**config.mk**
```make
export PLATFORM = sky130hd
export DESIGN_NAME = mii_tx_frame_encoder_flat
export DESIGN_NICKNAME = d
export VERILOG_FILES = /design/src/rtl/mii_tx_frame_encoder_pkg.sv /design/src/rtl/mii_tx_frame_encoder_if.sv /design/src/rtl/mii_tx_frame_encoder_term_lane_encoder.sv /design/src/rtl/mii_tx_frame_encoder.sv /design/src/flat_wrapper.sv
export SDC_FILE = /design/constraint.sdc
export NUM_CORES = 1
export LEC_CHECK = 0
export CAP_MARGIN = 20
export CORE_MARGIN = 3
export CORE_UTILIZATION = 45
export CTS_CLUSTER_SIZE = 20
export DETAILED_ROUTE_END_ITERATION = 10
export PLACE_DENSITY = 0.85
export SKIP_LAST_GASP = 1
export SLEW_MARGIN = 5
export SYNTH_ARGS = -nofsm -noshare
export SYNTH_HDL_FRONTEND = slang
export SYNTH_SLANG_ARGS = --single-unit
```
**constraint.sdc**
```tcl
create_clock -name clk -period 6.2 [get_ports clk]
set_clock_uncertainty 0.1 [all_clocks]
set_input_delay 1.55 -clock clk [delete_from_list [all_inputs] [get_ports clk]]
set_output_delay 1.55 -clock clk [all_outputs]
set_load 0.01 [all_outputs]
```
**src/rtl/mii_tx_frame_encoder_pkg.sv**
```systemverilog
// Shared MII transmit constants and the encoder state type, also used by the stream checker.
package mii_pkg;

  localparam int MII_DATA_W = 64;
  localparam int MII_CTRL_W = 8;

  localparam logic [7:0] IDLE_CODE  = 8'h07;
  localparam logic [7:0] START_CODE = 8'hFB;
  localparam logic [7:0] TERM_CODE  = 8'hFD;
  localparam logic [7:0] ERROR_CODE = 8'hFE;
  localparam logic [7:0] PREAMBLE   = 8'h55;
  localparam logic [7:0] SFD        = 8'hD5;

  typedef enum logic [2:0] {IDLE, DATA, TERM, DRAIN, IFG} tx_state_t;

  // A keep mask is usable only if it is non-empty and its ones run contiguously up from lane 0.
  function automatic logic keep_contig(input logic [MII_CTRL_W-1:0] keep);
    return (keep != {MII_CTRL_W{1'b0}}) &&
           ((keep & (keep + MII_CTRL_W'(1))) == {MII_CTRL_W{1'b0}});
  endfunction

endpackage

```
**src/rtl/mii_tx_frame_encoder_if.sv**
```systemverilog
// Payload stream between the MAC payload source (master) and the MII column encoder (slave).
interface mii_tx_frame_encoder_if #(
  parameter int DATA_WIDTH = mii_pkg::MII_DATA_W,
  parameter int CTRL_WIDTH = mii_pkg::MII_CTRL_W
);
  logic                  valid;
  logic                  ready;
  logic [DATA_WIDTH-1:0] data;
  logic                  last;
  logic [CTRL_WIDTH-1:0] keep;

  modport master (output valid, data, last, keep, input ready);
  modport slave  (input valid, data, last, keep, output ready);
endinterface

```
**src/rtl/mii_tx_frame_encoder_term_lane_encoder.sv**
```systemverilog
// Builds the terminate column for a partial last word: kept lanes carry data, the first
// unkept lane carries the terminate code and the rest are idle.
module mii_term_lane_encoder
  import mii_pkg::*;
#(
  parameter int CTRL_WIDTH = MII_CTRL_W,
  parameter int DATA_WIDTH = 8 * CTRL_WIDTH
) (
  input  logic [DATA_WIDTH-1:0] i_data,
  input  logic [CTRL_WIDTH-1:0] i_keep,
  output logic [DATA_WIDTH-1:0] o_term_data,
  output logic [CTRL_WIDTH-1:0] o_term_ctrl,
  output logic                  o_keep_ok
);

  logic [CTRL_WIDTH-1:0] prev_keep_s;

  assign prev_keep_s = {i_keep[CTRL_WIDTH-2:0], 1'b1};

  // Lane-by-lane selection of data, terminate or idle byte
  always_comb begin
    o_term_data = {DATA_WIDTH{1'b0}};
    for (int n = 0; n < CTRL_WIDTH; n++) begin
      if (i_keep[n]) begin
        o_term_data[8*n +: 8] = i_data[8*n +: 8];
      end else if (prev_keep_s[n]) begin
        o_term_data[8*n +: 8] = TERM_CODE;
      end else begin
        o_term_data[8*n +: 8] = IDLE_CODE;
      end
    end
  end

  assign o_term_ctrl = ~i_keep;
  assign o_keep_ok   = keep_contig(i_keep);

endmodule

```
**src/rtl/mii_tx_frame_encoder.sv**
```systemverilog
// MII transmit column encoder: payload stream -> idle/start/data/terminate/error columns.
// Define MII_TX_STATS_EN to enable the clean/aborted frame counters.
module mii_tx_frame_encoder
  import mii_pkg::*;
#(
  parameter int DATA_WIDTH = MII_DATA_W,
  parameter int CTRL_WIDTH = MII_CTRL_W,
  parameter int MIN_IFG    = 2,
  parameter int MAX_WORDS  = 192
) (
  input  logic                   clk,
  input  logic                   i_rst,
  mii_tx_frame_encoder_if.slave  s_in,
  output logic [DATA_WIDTH-1:0]  o_tx_data,
  output logic [CTRL_WIDTH-1:0]  o_tx_ctrl,
  output logic [15:0]            o_frame_cnt,
  output logic [15:0]            o_err_cnt
);

  localparam int WCNT_W = ($clog2(MAX_WORDS + 1) > 8) ? $clog2(MAX_WORDS + 1) : 8;
  localparam int IFG_W  = ($clog2(MIN_IFG + 1) > 1) ? $clog2(MIN_IFG + 1) : 1;

  localparam logic [DATA_WIDTH-1:0] IDLE_COL  = {CTRL_WIDTH{IDLE_CODE}};
  localparam logic [DATA_WIDTH-1:0] ERR_COL   = {CTRL_WIDTH{ERROR_CODE}};
  localparam logic [DATA_WIDTH-1:0] START_COL = {SFD, {(CTRL_WIDTH-2){PREAMBLE}}, START_CODE};
  localparam logic [DATA_WIDTH-1:0] TERM_COL  = {{(CTRL_WIDTH-1){IDLE_CODE}}, TERM_CODE};
  localparam logic [CTRL_WIDTH-1:0] CTRL_ALL   = {CTRL_WIDTH{1'b1}};
  localparam logic [CTRL_WIDTH-1:0] CTRL_NONE  = {CTRL_WIDTH{1'b0}};
  localparam logic [CTRL_WIDTH-1:0] START_CTRL = {{(CTRL_WIDTH-1){1'b0}}, 1'b1};
  localparam logic [WCNT_W-1:0]     WCNT_MAX   = WCNT_W'(MAX_WORDS);
  localparam logic [IFG_W-1:0]      IFG_LAST   = IFG_W'(MIN_IFG - 1);

  tx_state_t             state_r, state_s;
  logic [DATA_WIDTH-1:0] tx_data_r, tx_data_s;
  logic [CTRL_WIDTH-1:0] tx_ctrl_r, tx_ctrl_s;
  logic [WCNT_W-1:0]     word_cnt_r, word_cnt_s;
  logic [IFG_W-1:0]      ifg_cnt_r, ifg_cnt_s;
  logic [DATA_WIDTH-1:0] term_data_s;
  logic [CTRL_WIDTH-1:0] term_ctrl_s;
  logic                  keep_ok_s;

  mii_term_lane_encoder #(.CTRL_WIDTH(CTRL_WIDTH), .DATA_WIDTH(DATA_WIDTH)) u_term (
    .i_data      (s_in.data),
    .i_keep      (s_in.keep),
    .o_term_data (term_data_s),
    .o_term_ctrl (term_ctrl_s),
    .o_keep_ok   (keep_ok_s)
  );

  assign s_in.ready = (state_r == DATA) || (state_r == DRAIN);
  assign o_tx_data  = tx_data_r;
  assign o_tx_ctrl  = tx_ctrl_r;

  // Next state, next column and counter updates
  always_comb begin
    state_s    = state_r;
    tx_data_s  = IDLE_COL;
    tx_ctrl_s  = CTRL_ALL;
    word_cnt_s = word_cnt_r;
    ifg_cnt_s  = {IFG_W{1'b0}};
    case (state_r)
      IDLE: begin
        if (s_in.valid) begin
          tx_data_s  = START_COL;
          tx_ctrl_s  = START_CTRL;
          word_cnt_s = {WCNT_W{1'b0}};
          state_s    = DATA;
        end else begin
          state_s = IDLE;
        end
      end
      DATA: begin
        if (!s_in.valid) begin
          tx_data_s = ERR_COL;
          state_s   = DRAIN;
        end else if (!s_in.last) begin
          if (word_cnt_r == WCNT_MAX) begin
            tx_data_s = ERR_COL;
            state_s   = DRAIN;
          end else begin
            tx_data_s  = s_in.data;
            tx_ctrl_s  = CTRL_NONE;
            word_cnt_s = word_cnt_r + WCNT_W'(1);
          end
        end else if (s_in.keep == CTRL_ALL) begin
          tx_data_s = s_in.data;
          tx_ctrl_s = CTRL_NONE;
          state_s   = TERM;
        end else if (keep_ok_s) begin
          tx_data_s = term_data_s;
          tx_ctrl_s = term_ctrl_s;
          state_s   = IFG;
        end else begin
          tx_data_s = ERR_COL;
          state_s   = IFG;
        end
      end
      TERM: begin
        tx_data_s = TERM_COL;
        state_s   = IFG;
      end
      DRAIN: begin
        if (s_in.valid && s_in.last) begin
          state_s = IFG;
        end else begin
          state_s = DRAIN;
        end
      end
      IFG: begin
        if (ifg_cnt_r == IFG_LAST) begin
          state_s = IDLE;
        end else begin
          ifg_cnt_s = ifg_cnt_r + IFG_W'(1);
        end
      end
      default: begin
        state_s = IDLE;
      end
    endcase
  end

  // State, output column and frame-position registers
  always_ff @(posedge clk or posedge i_rst) begin
    if (i_rst) begin
      state_r    <= IDLE;
      tx_data_r  <= IDLE_COL;
      tx_ctrl_r  <= CTRL_ALL;
      word_cnt_r <= {WCNT_W{1'b0}};
      ifg_cnt_r  <= {IFG_W{1'b0}};
    end else begin
      state_r    <= state_s;
      tx_data_r  <= tx_data_s;
      tx_ctrl_r  <= tx_ctrl_s;
      word_cnt_r <= word_cnt_s;
      ifg_cnt_r  <= ifg_cnt_s;
    end
  end

`ifdef MII_TX_STATS_EN
  logic        clean_s, abort_s;
  logic [15:0] frame_cnt_r, err_cnt_r;

  // In DATA an all-ones ctrl can only be an error column; a mixed ctrl is a partial terminate
  assign abort_s = (state_r == DATA) && (tx_ctrl_s == CTRL_ALL);
  assign clean_s = (state_r == TERM) ||
                   ((state_r == DATA) && (tx_ctrl_s != CTRL_ALL) && (tx_ctrl_s != CTRL_NONE));

  // Clean and aborted frame counters, wrapping at 16 bits
  always_ff @(posedge clk or posedge i_rst) begin
    if (i_rst) begin
      frame_cnt_r <= 16'h0000;
      err_cnt_r   <= 16'h0000;
    end else begin
      if (clean_s) frame_cnt_r <= frame_cnt_r + 16'h0001;
      if (abort_s) err_cnt_r   <= err_cnt_r + 16'h0001;
    end
  end

  assign o_frame_cnt = frame_cnt_r;
  assign o_err_cnt   = err_cnt_r;
`else
  assign o_frame_cnt = 16'h0000;
  assign o_err_cnt   = 16'h0000;
`endif

endmodule

```
**src/flat_wrapper.sv**
```systemverilog
// flat-port wrapper written by rule: the top's interface ports become plain ports
module mii_tx_frame_encoder_flat import mii_pkg::*;
#(
  parameter int DATA_WIDTH = MII_DATA_W,
  parameter int CTRL_WIDTH = MII_CTRL_W,
  parameter int MIN_IFG    = 2,
  parameter int MAX_WORDS  = 192
)
  (clk, i_rst, o_tx_data, o_tx_ctrl, o_frame_cnt, o_err_cnt, s_in_valid, s_in_data, s_in_last, s_in_keep, s_in_ready);
  mii_tx_frame_encoder_if #(.DATA_WIDTH(DATA_WIDTH), .CTRL_WIDTH(CTRL_WIDTH)) s_in_i ();
  input  logic clk;
  input  logic i_rst;
  output logic [DATA_WIDTH-1:0] o_tx_data;
  output logic [CTRL_WIDTH-1:0] o_tx_ctrl;
  output logic [15:0] o_frame_cnt;
  output logic [15:0] o_err_cnt;
  input wire logic [$bits(s_in_i.valid)-1:0] s_in_valid;
  input wire logic [$bits(s_in_i.data)-1:0] s_in_data;
  input wire logic [$bits(s_in_i.last)-1:0] s_in_last;
  input wire logic [$bits(s_in_i.keep)-1:0] s_in_keep;
  output wire logic [$bits(s_in_i.ready)-1:0] s_in_ready;
  assign s_in_i.valid = s_in_valid;
  assign s_in_i.data = s_in_data;
  assign s_in_i.last = s_in_last;
  assign s_in_i.keep = s_in_keep;
  assign s_in_ready = s_in_i.ready;
  mii_tx_frame_encoder #(.DATA_WIDTH(DATA_WIDTH), .CTRL_WIDTH(CTRL_WIDTH), .MIN_IFG(MIN_IFG), .MAX_WORDS(MAX_WORDS)) u_core (.clk(clk), .i_rst(i_rst), .s_in(s_in_i), .o_tx_data(o_tx_data), .o_tx_ctrl(o_tx_ctrl), .o_frame_cnt(o_frame_cnt), .o_err_cnt(o_err_cnt));
endmodule
```
==> results.toml, run 1 <==
[setup_path]
regToRegEndpoint = "u_core.word_cnt_r[7]"
path_cells = "clkdlybuf4s50_1, nand2_1, o31ai_4, and3_1, a21o_1, o21ai_0"
cp-end-kind = "flop"
rrSetupSlack_ns = 3.80
cpMaxStageDelayCell = "clkdlybuf4s50_1"
cp.required_ns = 6.28
startpoint = "s_in_keep[3]"
critPathArrivalTime_ns = 4.05
crit_type = "primary input to flop"
cpPeakStageDelay_ns = 0.74
start_kind = "primary input"
regToRegStartpoint = "u_core.state_r[0]"
reg2regPathDepth = 4
cp_max_fo = 11
path_buf_inv = 1
cp_top_family = "compound AO/OA/AOI/OAI gates"

[detailed_routing]
drc = 0
dr.first_iter.drc_count = 185
ant_nets = 0
firstDrtPassIters = 4
vias_per_cell = 5.257
routed_wl_um = 11500
vias = 3333
wl_per_cell_um = 18.14

[sta]
fin_crit_sh_pct = 63.93
max_freq_mhz = 252.3
hold_violations = 0
tightest_slew_ns = 0.9256
slew_violations = 0
holdWs_ns = 0.3280
timing.slew.headroom_pct = 38.03
fin_crit_ns = 3.964
setup_viol = 0
rsz0062_at_grt = "false"
fin_setup_tns_ns = 0

[die]
core-area_um2 = 8464
initial_utilization_pct = 47.88
die_area_um2 = 10180
fp.dieH_um = 100.9
ios = 181
die_x_um = 100.9
fp-row-count = 33

[grt]
grt_pass1_vias = 3393
grtUsageMet3_pct = 6.228
met2_usage_pct = 38.63
antenna_found_initial = 0
grt_first_pass_wirelength_um = 17820
grt_max_degree = 47
grtUsageTotal_pct = 22.83
overflow = 0
busiest_layer = "met2"
met1_usage_pct = 27.24

[power]
p_per_area_nw_per_um2 = 388.0
ir_drop_v = 0.0001948
switching_share_pct = 33.05
p_leak_nw = 2.348
internal_power_mw = 1.468
switching_power_mw = 0.7244
power_frac_comb_pct = 42.2
p_clk_share_pct = 17.7
seqPwrFrac_pct = 40.1

[hold_path]
min_path_cells = 1
hold_path_end = "u_core.ifg_cnt_r[0]"
min_path_type = "flop to flop"
min-delay-start = "u_core.ifg_cnt_r[0]"

[synth]
ys_async_sr_fraction_pct = 100.0
synth_top_family_by_area = "simple AND/OR/NAND/NOR gates"
synth-edff-count = 0
yosys_warnings = 0
yosysSeqAreaShare_pct = 53.47
yosys.area.top_type = "dfrtp_1"
synthTopCellsByArea = "dfrtp_1 33%, dfstp_2 21%, nor2_1 6.9%, buf_4 6.1%, o21ai_0 2.8%"
synth_compound_area_share_pct = 17.51
synth_common_cells = "75 x nor2_1, 53 x dfrtp_1, 33 x buf_4"
synthCells = 381
yosysMostFrequentCell = "nor2_1"
synthDistinctLibCells = 59
synth-simple-area-share_pct = 17.81
synth.ff_latch_count = 85
syn_area_um2 = 4053
synthFlopType = "dfrtp_1"
syn_avg_cell_area_um2 = 10.64
yosys.area_share.adder_pct = 0.6175
yosysTopAreaCellShare_pct = 32.73
synthMuxAreaShare_pct = 0.2779
yosys.area_share.xor_xnor_pct = 0.8645

[placement]
port_buffers = 148
dpl.hpwl_um = 8581
place.gp.congestion = 0.8292

[clocking]
clock_latency_ns = 0.35
cts.sinks = 85
htreeDepth = 3
cts_tree = "done"
post_cts_resized = 0
cts-root-buf = "clkbuf_8"
cts_setup_buffers = 0
ctsHoldBuffers = 0
numCtsBuffers = 9
clk_path_buf_depth = 2
path_clk_slew_ns = 0.08

[layout]
antenna_cells = 0
drive_gt1_share_pct = 13.80
register_area_um2 = 2167
multi_input_area_um2 = 1628
area_growth_pct = 39.43
fillers = 634
nets = 602

[status]
status = "finished, final reports clean"

[job]
drv_cap = 0
worst max-delay path by stage:
| stage | end | slack, ns | cells past startpoint |
|---|---|---|---|
| 6_report | u_core.o_tx_data[44] | 2.24 | 6 |
| 5_1_grt | u_core.word_cnt_r[7] | 2.11 | 5 |
| 4_1_cts | u_core.o_tx_data[44] | 2.15 | 6 |
| 3_5_place_dp | u_core.o_tx_data[38] | 1.79 | 6 |
| 3_3_place_gp | u_core.o_tx_data[36] | 1.88 | 6 |
| 2_1_floorplan | u_core.ifg_cnt_r[0] | 2.41 | 1 |
worst reg2reg max path, cell delays in order (launching register included):
cell	delay, ns
dfrtp_1	0.57
nor4b_4	0.88
o2111ai_2	0.25
or3_1	0.39
a21oi_1	0.14
power groups by stage:
stage | registers [mW] | clock network (mW) | logic [mW]
6_report | 0.879 | 0.389 | 0.924
5_1_grt | 0.901 | 0.419 | 0.993
4_1_cts | 0.882 | 0.395 | 0.930
3_5_place_dp | 0.893 | 0 | 0.924
3_3_place_gp | 0.888 | 0 | 0.893
2_1_floorplan | 0.964 | 0 | 0.348
flip-flops by register name (all words and copies together), names as in the netlist:
| signal | flops |
|---|---|
| u_core.word_cnt_r | 8 |
| u_core.o_tx_ctrl | 8 |
| u_core.state_r | 3 |
| u_core.o_tx_data | 64 |
| u_core.ifg_cnt_r | 2 |
kinds of logic after synthesis:
logic type / after synthesis
xor+xnor: 4
other cells: 1
simple gates: 143
fa+ha+maj: 2
compound gates: 89
buf+inv: 56
mux: 1
flops: 85
through the flow:
step | util [%] | cells | instance area (µm²) | power, mW | worst slack [ns]
after floorplan | - | 412 | 4169 | 1.311 | 2.409
final | 66.76 | 634 | 5650 | 2.192 | 2.236
after global placement | 64.35 | 617 | 5446 | 1.781 | 1.878
after CTS | 66.62 | 633 | 5639 | 2.207 | 2.152
after detailed placement | 64.35 | 617 | 5446 | 1.818 | 1.786
after global routing | 66.76 | 634 | 5650 | 2.314 | 2.109
cell type report:
cell class	count	share of cell area, %
multi-input combinational	271	28.81
clock buffer	11	2.325
tap	105	2.325
inverter	6	0.4207
timing repair buffer	151	26.68
clock inverter	5	1.085
sequential	85	38.35
per-layer routing:
metal	share of wire [%]	vias up
met3	11	26
met2	49	191
met4	2.6	0
met5	0	-
li1	-	1526
met1	38	1590
cell usage in the layout (no fill, tap or decap), types with 8 or more instances in the layout:
cell type	instances
dfrtp_1	53
clkdlybuf4s50_1	148
dfstp_2	32
conb_1	32
o31a_1	8
a21oi_1	13
clkbuf_8	9
nand2b_1	9
o21ai_1	8
nand2_1	21
o21ai_0	23
nor2_1	75
Note: power is estimated with default switching activity, not from simulation.
==> run 2, diff against run 1 <==
--- a/config.mk
+++ b/config.mk
@@ -7,10 +7,10 @@
 export LEC_CHECK = 0
 export CAP_MARGIN = 20
 export CORE_MARGIN = 3
-export CORE_UTILIZATION = 45
+export CORE_UTILIZATION = 42
 export CTS_CLUSTER_SIZE = 20
 export DETAILED_ROUTE_END_ITERATION = 10
-export PLACE_DENSITY = 0.85
+export PLACE_DENSITY = 0.81
 export SKIP_LAST_GASP = 1
 export SLEW_MARGIN = 5
 export SYNTH_ARGS = -nofsm -noshare
==> constraint.sdc (replaced) <==
create_clock -name clk -period 3.7 [get_ports clk]
set_clock_uncertainty 0.1 [all_clocks]
set_input_delay 0.925 -clock clk [delete_from_list [all_inputs] [get_ports clk]]
set_output_delay 0.925 -clock clk [all_outputs]
set_load 0.01 [all_outputs]
==> results.toml, run 2 (synthesis gave the netlist of run 1 again) <==
[placement]
preCtsSetupSlack_ns = 0.2210
placed_cells = 650
port_buffers = 148
place.gp.congestion = 0.8678
dpl.hpwl_um = 8774
placed_cell_area_um2 = 5557

[setup_path]
regToRegStartpoint = "u_core.state_r[0]"
cpPeakStageDelay_ns = 0.72
reg2regPathDepth = 5
cp.required_ns = 3.83
cp_max_fo = 11
crit_type = "primary input to flop"
rrSetupSlack_ns = 1.40
path_cells = "clkdlybuf4s50_1, nand2_1, o31ai_4, and3_1, a21o_1, o21ai_0"
start_kind = "primary input"
cpMaxStageDelayCell = "o31ai_4"
regToRegEndpoint = "u_core.o_tx_data[30]"
path_buf_inv = 1
cp-end-kind = "flop"
cp_top_family = "compound AO/OA/AOI/OAI gates"
critPathArrivalTime_ns = 3.28

[detailed_routing]
vias_per_cell = 5.141
routed_wl_um = 11530
drc = 0
vias = 3419
dr.first_iter.drc_count = 235
wl_per_cell_um = 17.34
firstDrtPassIters = 5
ant_nets = 0

[sta]
fin_crit_ns = 3.152
max_freq_mhz = 317.3
fin_crit_sh_pct = 85.18
tightest_slew_ns = 0.7671
fin_ws_ns = 0.5485
rsz0062_at_grt = "false"
fin_setup_tns_ns = 0
slew_violations = 0
hold_violations = 0
setup_viol = 0
timing.slew.headroom_pct = 48.86
holdWs_ns = 0.3377

[layout]
antenna_cells = 0
final_cell_mix = "148 x clkdlybuf4s50_1, 75 x nor2_1, 53 x dfrtp_1"
nets = 610
largest_register_ffs = 64
post-route-util_pct = 61.60
drive_gt1_share_pct = 15.11
final_area_um2 = 5746
area_growth_pct = 41.77
layout_commonest_cell = "clkdlybuf4s50_1"
final_cells = 665

[die]
fp.dieH_um = 104.2
initial_utilization_pct = 43.45
die_area_um2 = 10860
die_x_um = 104.2
core-area_um2 = 9328
fp-row-count = 35
ios = 181

[power]
ir_drop_v = 0.0002976
p_per_area_nw_per_um2 = 641.8
total_power_mw = 3.688
p_leak_nw = 2.389

[grt]
grtUsageTotal_pct = 20.78
antenna_found_initial = 0
grt_max_degree = 51
grt_first_pass_wirelength_um = 17710
grt_pass1_vias = 3196
overflow = 0

[hold_path]
hold_path_end = "u_core.ifg_cnt_r[0]"
min_path_type = "flop to flop"
min-delay-start = "u_core.ifg_cnt_r[0]"
min_path_cells = 1

[clocking]
ctsHoldBuffers = 0
path_clk_slew_ns = 0.08
cts_setup_buffers = 0
numCtsBuffers = 9
clk_path_buf_depth = 2
cts-root-buf = "clkbuf_8"
cts_tree = "done"
cts.sinks = 85
htreeDepth = 3
clock_latency_ns = 0.35
post_cts_resized = 0

[status]
status = "finished, final reports clean"

[job]
drv_cap = 0
-- run 2: changes by cell type in the layout (fill, tap and decap cells not counted) --
cell,change
buf_4,+8
clkbuf_1,-1
buf_6,-1
buf_12,+1
-- run 2: worst max-delay path by stage --
stage	from	to	slack, ns	cells after the start
after CTS	s_in_keep[3]	u_core.o_tx_data[44]	0.59	6
after floorplan	i_rst	u_core.ifg_cnt_r[0]	0.53	1
after global routing	s_in_keep[3]	u_core.o_tx_data[44]	0.45	6
after detailed placement	s_in_keep[3]	u_core.o_tx_data[22]	0.22	6
after global placement	s_in_keep[3]	u_core.o_tx_data[20]	0.27	6
final	s_in_keep[3]	u_core.o_tx_data[44]	0.55	6
-- run 2: per-layer routing --
metal	track usage (%)	part of all wire [%]	up-vias
li1	-	-	1534
met4	5.983	1.7	0
met1	25.35	40	1668
met5	0	0	-
met2	35.38	50	202
met3	6.642	9.1	15
-- run 2: area by class of cell --
cell class | count | area, µm²
tap | 129 | 161.4
clock buffer | 10 | 127.6
clock inverter | 5 | 61.31
inverter | 6 | 23.77
sequential | 85 | 2167
multi-input combinational | 271 | 1628
fill | 780 | 3582
timing repair buffer | 159 | 1577
-- run 2: report_power, final --
part / internal [mW] / switching, mW
registers: 1.33 / 0.148
clock network: 0.311 / 0.328
logic: 0.827 / 0.742
total: 2.47 / 1.22
==> run 3, diff against run 2 <==
--- a/config.mk
+++ b/config.mk
@@ -6,7 +6,6 @@
 export NUM_CORES = 1
 export LEC_CHECK = 0
 export CAP_MARGIN = 20
-export CORE_MARGIN = 3
 export CORE_UTILIZATION = 42
 export CTS_CLUSTER_SIZE = 20
 export DETAILED_ROUTE_END_ITERATION = 10
==> results.toml, run 3 (synthesis gave the netlist of run 1 again) <==
[status]
status = "finished, final reports clean"

[grt]
grt_pass1_vias = 3247
grtUsageMet3_pct = 6.337
grt_max_degree = 45
met1_usage_pct = 25.24
grtUsageTotal_pct = 21.88
busiest_layer = "met2"
overflow = 0
met2_usage_pct = 37.72
antenna_found_initial = 0
grt_first_pass_wirelength_um = 16630

[clocking]
path_clk_slew_ns = 0.09
cts_setup_buffers = 0
numCtsBuffers = 9
cts.sinks = 85
clk_path_buf_depth = 2
cts-root-buf = "clkbuf_8"
clock_latency_ns = 0.36
post_cts_resized = 0
ctsHoldBuffers = 0
htreeDepth = 3
cts_tree = "done"

[detailed_routing]
routed_wl_um = 10680
wl_per_cell_um = 16.03
firstDrtPassIters = 4
vias = 3324
vias_per_cell = 4.991
dr.first_iter.drc_count = 159
ant_nets = 0
drc = 0

[placement]
place.gp.congestion = 0.8905
placed_cell_area_um2 = 5549
dpl.hpwl_um = 8116
port_buffers = 148

[layout]
nets = 610
drive_gt1_share_pct = 15.46
post-route-util_pct = 61.94
final_cell_mix = "148 x clkdlybuf4s50_1, 75 x nor2_1, 53 x dfrtp_1"
layout_commonest_cell = "clkdlybuf4s50_1"
register_area_um2 = 2167
final_area_um2 = 5751
multi_input_area_um2 = 1628
largest_register_ffs = 64
area_growth_pct = 41.90
antenna_cells = 0
fillers = 758

[sta]
fin_crit_ns = 3.143
max_freq_mhz = 318.2
fin_crit_sh_pct = 84.94
timing.slew.headroom_pct = 49.32
slew_violations = 0
rsz0062_at_grt = "false"
fin_setup_tns_ns = 0
hold_violations = 0
tightest_slew_ns = 0.7601
setup_viol = 0

[setup_path]
crit_type = "primary input to flop"
cp.required_ns = 3.82
cp-end-kind = "flop"
critPathArrivalTime_ns = 3.26
cp_max_fo = 11
start_kind = "primary input"

[die]
fp-row-count = 35
initial_utilization_pct = 43.65
fp.dieH_um = 100.2
die_x_um = 100.2
ios = 181
die_area_um2 = 10050
core-area_um2 = 9284

[power]
p_per_area_nw_per_um2 = 637.3
p_leak_nw = 2.401
ir_drop_v = 0.0002571

[hold_path]
min_path_type = "flop to flop"

[job]
drv_cap = 0
==> run 3: cell types whose count changed in the layout (fill, tap and decap cells not counted) <==
cell        change
inv_6           +1
clkbuf_1        -1
clkinv_4        +2
clkbuf_8        +2
clkinvlp_4      -2
bufinv_16       -1
==> run 3: worst paths after layout <==
path / cells past startpoint / endpoint / slack [ns] / from
min in group asynchronous: 2 / u_core.o_tx_data[60] / 0.89 / i_rst
max in group asynchronous: 3 / u_core.o_tx_ctrl[0] / 1.88 / i_rst
worst max-delay path: 6 / u_core.o_tx_data[22] / 0.56 / s_in_keep[3]
worst min-delay path: 1 / u_core.ifg_cnt_r[0] / 0.33 / u_core.ifg_cnt_r[0]
worst min register to register: 1 / u_core.ifg_cnt_r[0] / 0.33 / u_core.ifg_cnt_r[0]
worst max register to register: 7 / u_core.o_tx_data[49] / 1.35 / u_core.word_cnt_r[1]
==> run 3: power breakdown <==
part           leakage, nW  switching [mW]  total [mW]  internal (mW)
Sequential            1.03           0.137        1.47           1.33
Combinational         1.27           0.732        1.56          0.832
Clock               0.0965           0.345       0.633          0.288
Total                 2.40            1.21        3.67           2.45
==> run 3: cell type report <==
| type | count | area share [%] |
|---|---|---|
| clock inverters | 5 | 0.7398 |
| multi-input cells | 271 | 28.31 |
| flip-flops and latches | 85 | 37.68 |
| inverters | 6 | 0.4134 |
| repair buffers | 159 | 27.42 |
| clock buffers | 11 | 2.633 |
| well taps | 129 | 2.807 |
==> run 3: metrics by stage <==
step	cells	power (mW)	worst slack [ns]	hold slack [ns]
floorplan	412	2.197	0.5345	0.3022
global placement	649	3.004	0.2769	0.3112
detailed placement	649	3.050	0.2365	0.3171
CTS	665	3.689	0.5916	0.3286
global route	666	3.880	0.4242	0.3612
finish	666	3.665	0.5573	0.3263
==> run 3: worst max-delay path, stage by stage <==
cell,delay [ns]
clkdlybuf4s50_1,0.66
nand2_1,0.17
o31ai_4,0.71
and3_1,0.42
a21o_1,0.24
o21ai_0,0.12
==> run 3: routing by layer <==
layer	vias to the layer above	part of all wire [%]
met5	-	0
met4	0	3.2
met3	26	8.4
met2	172	49
met1	1591	39
li1	1535	-
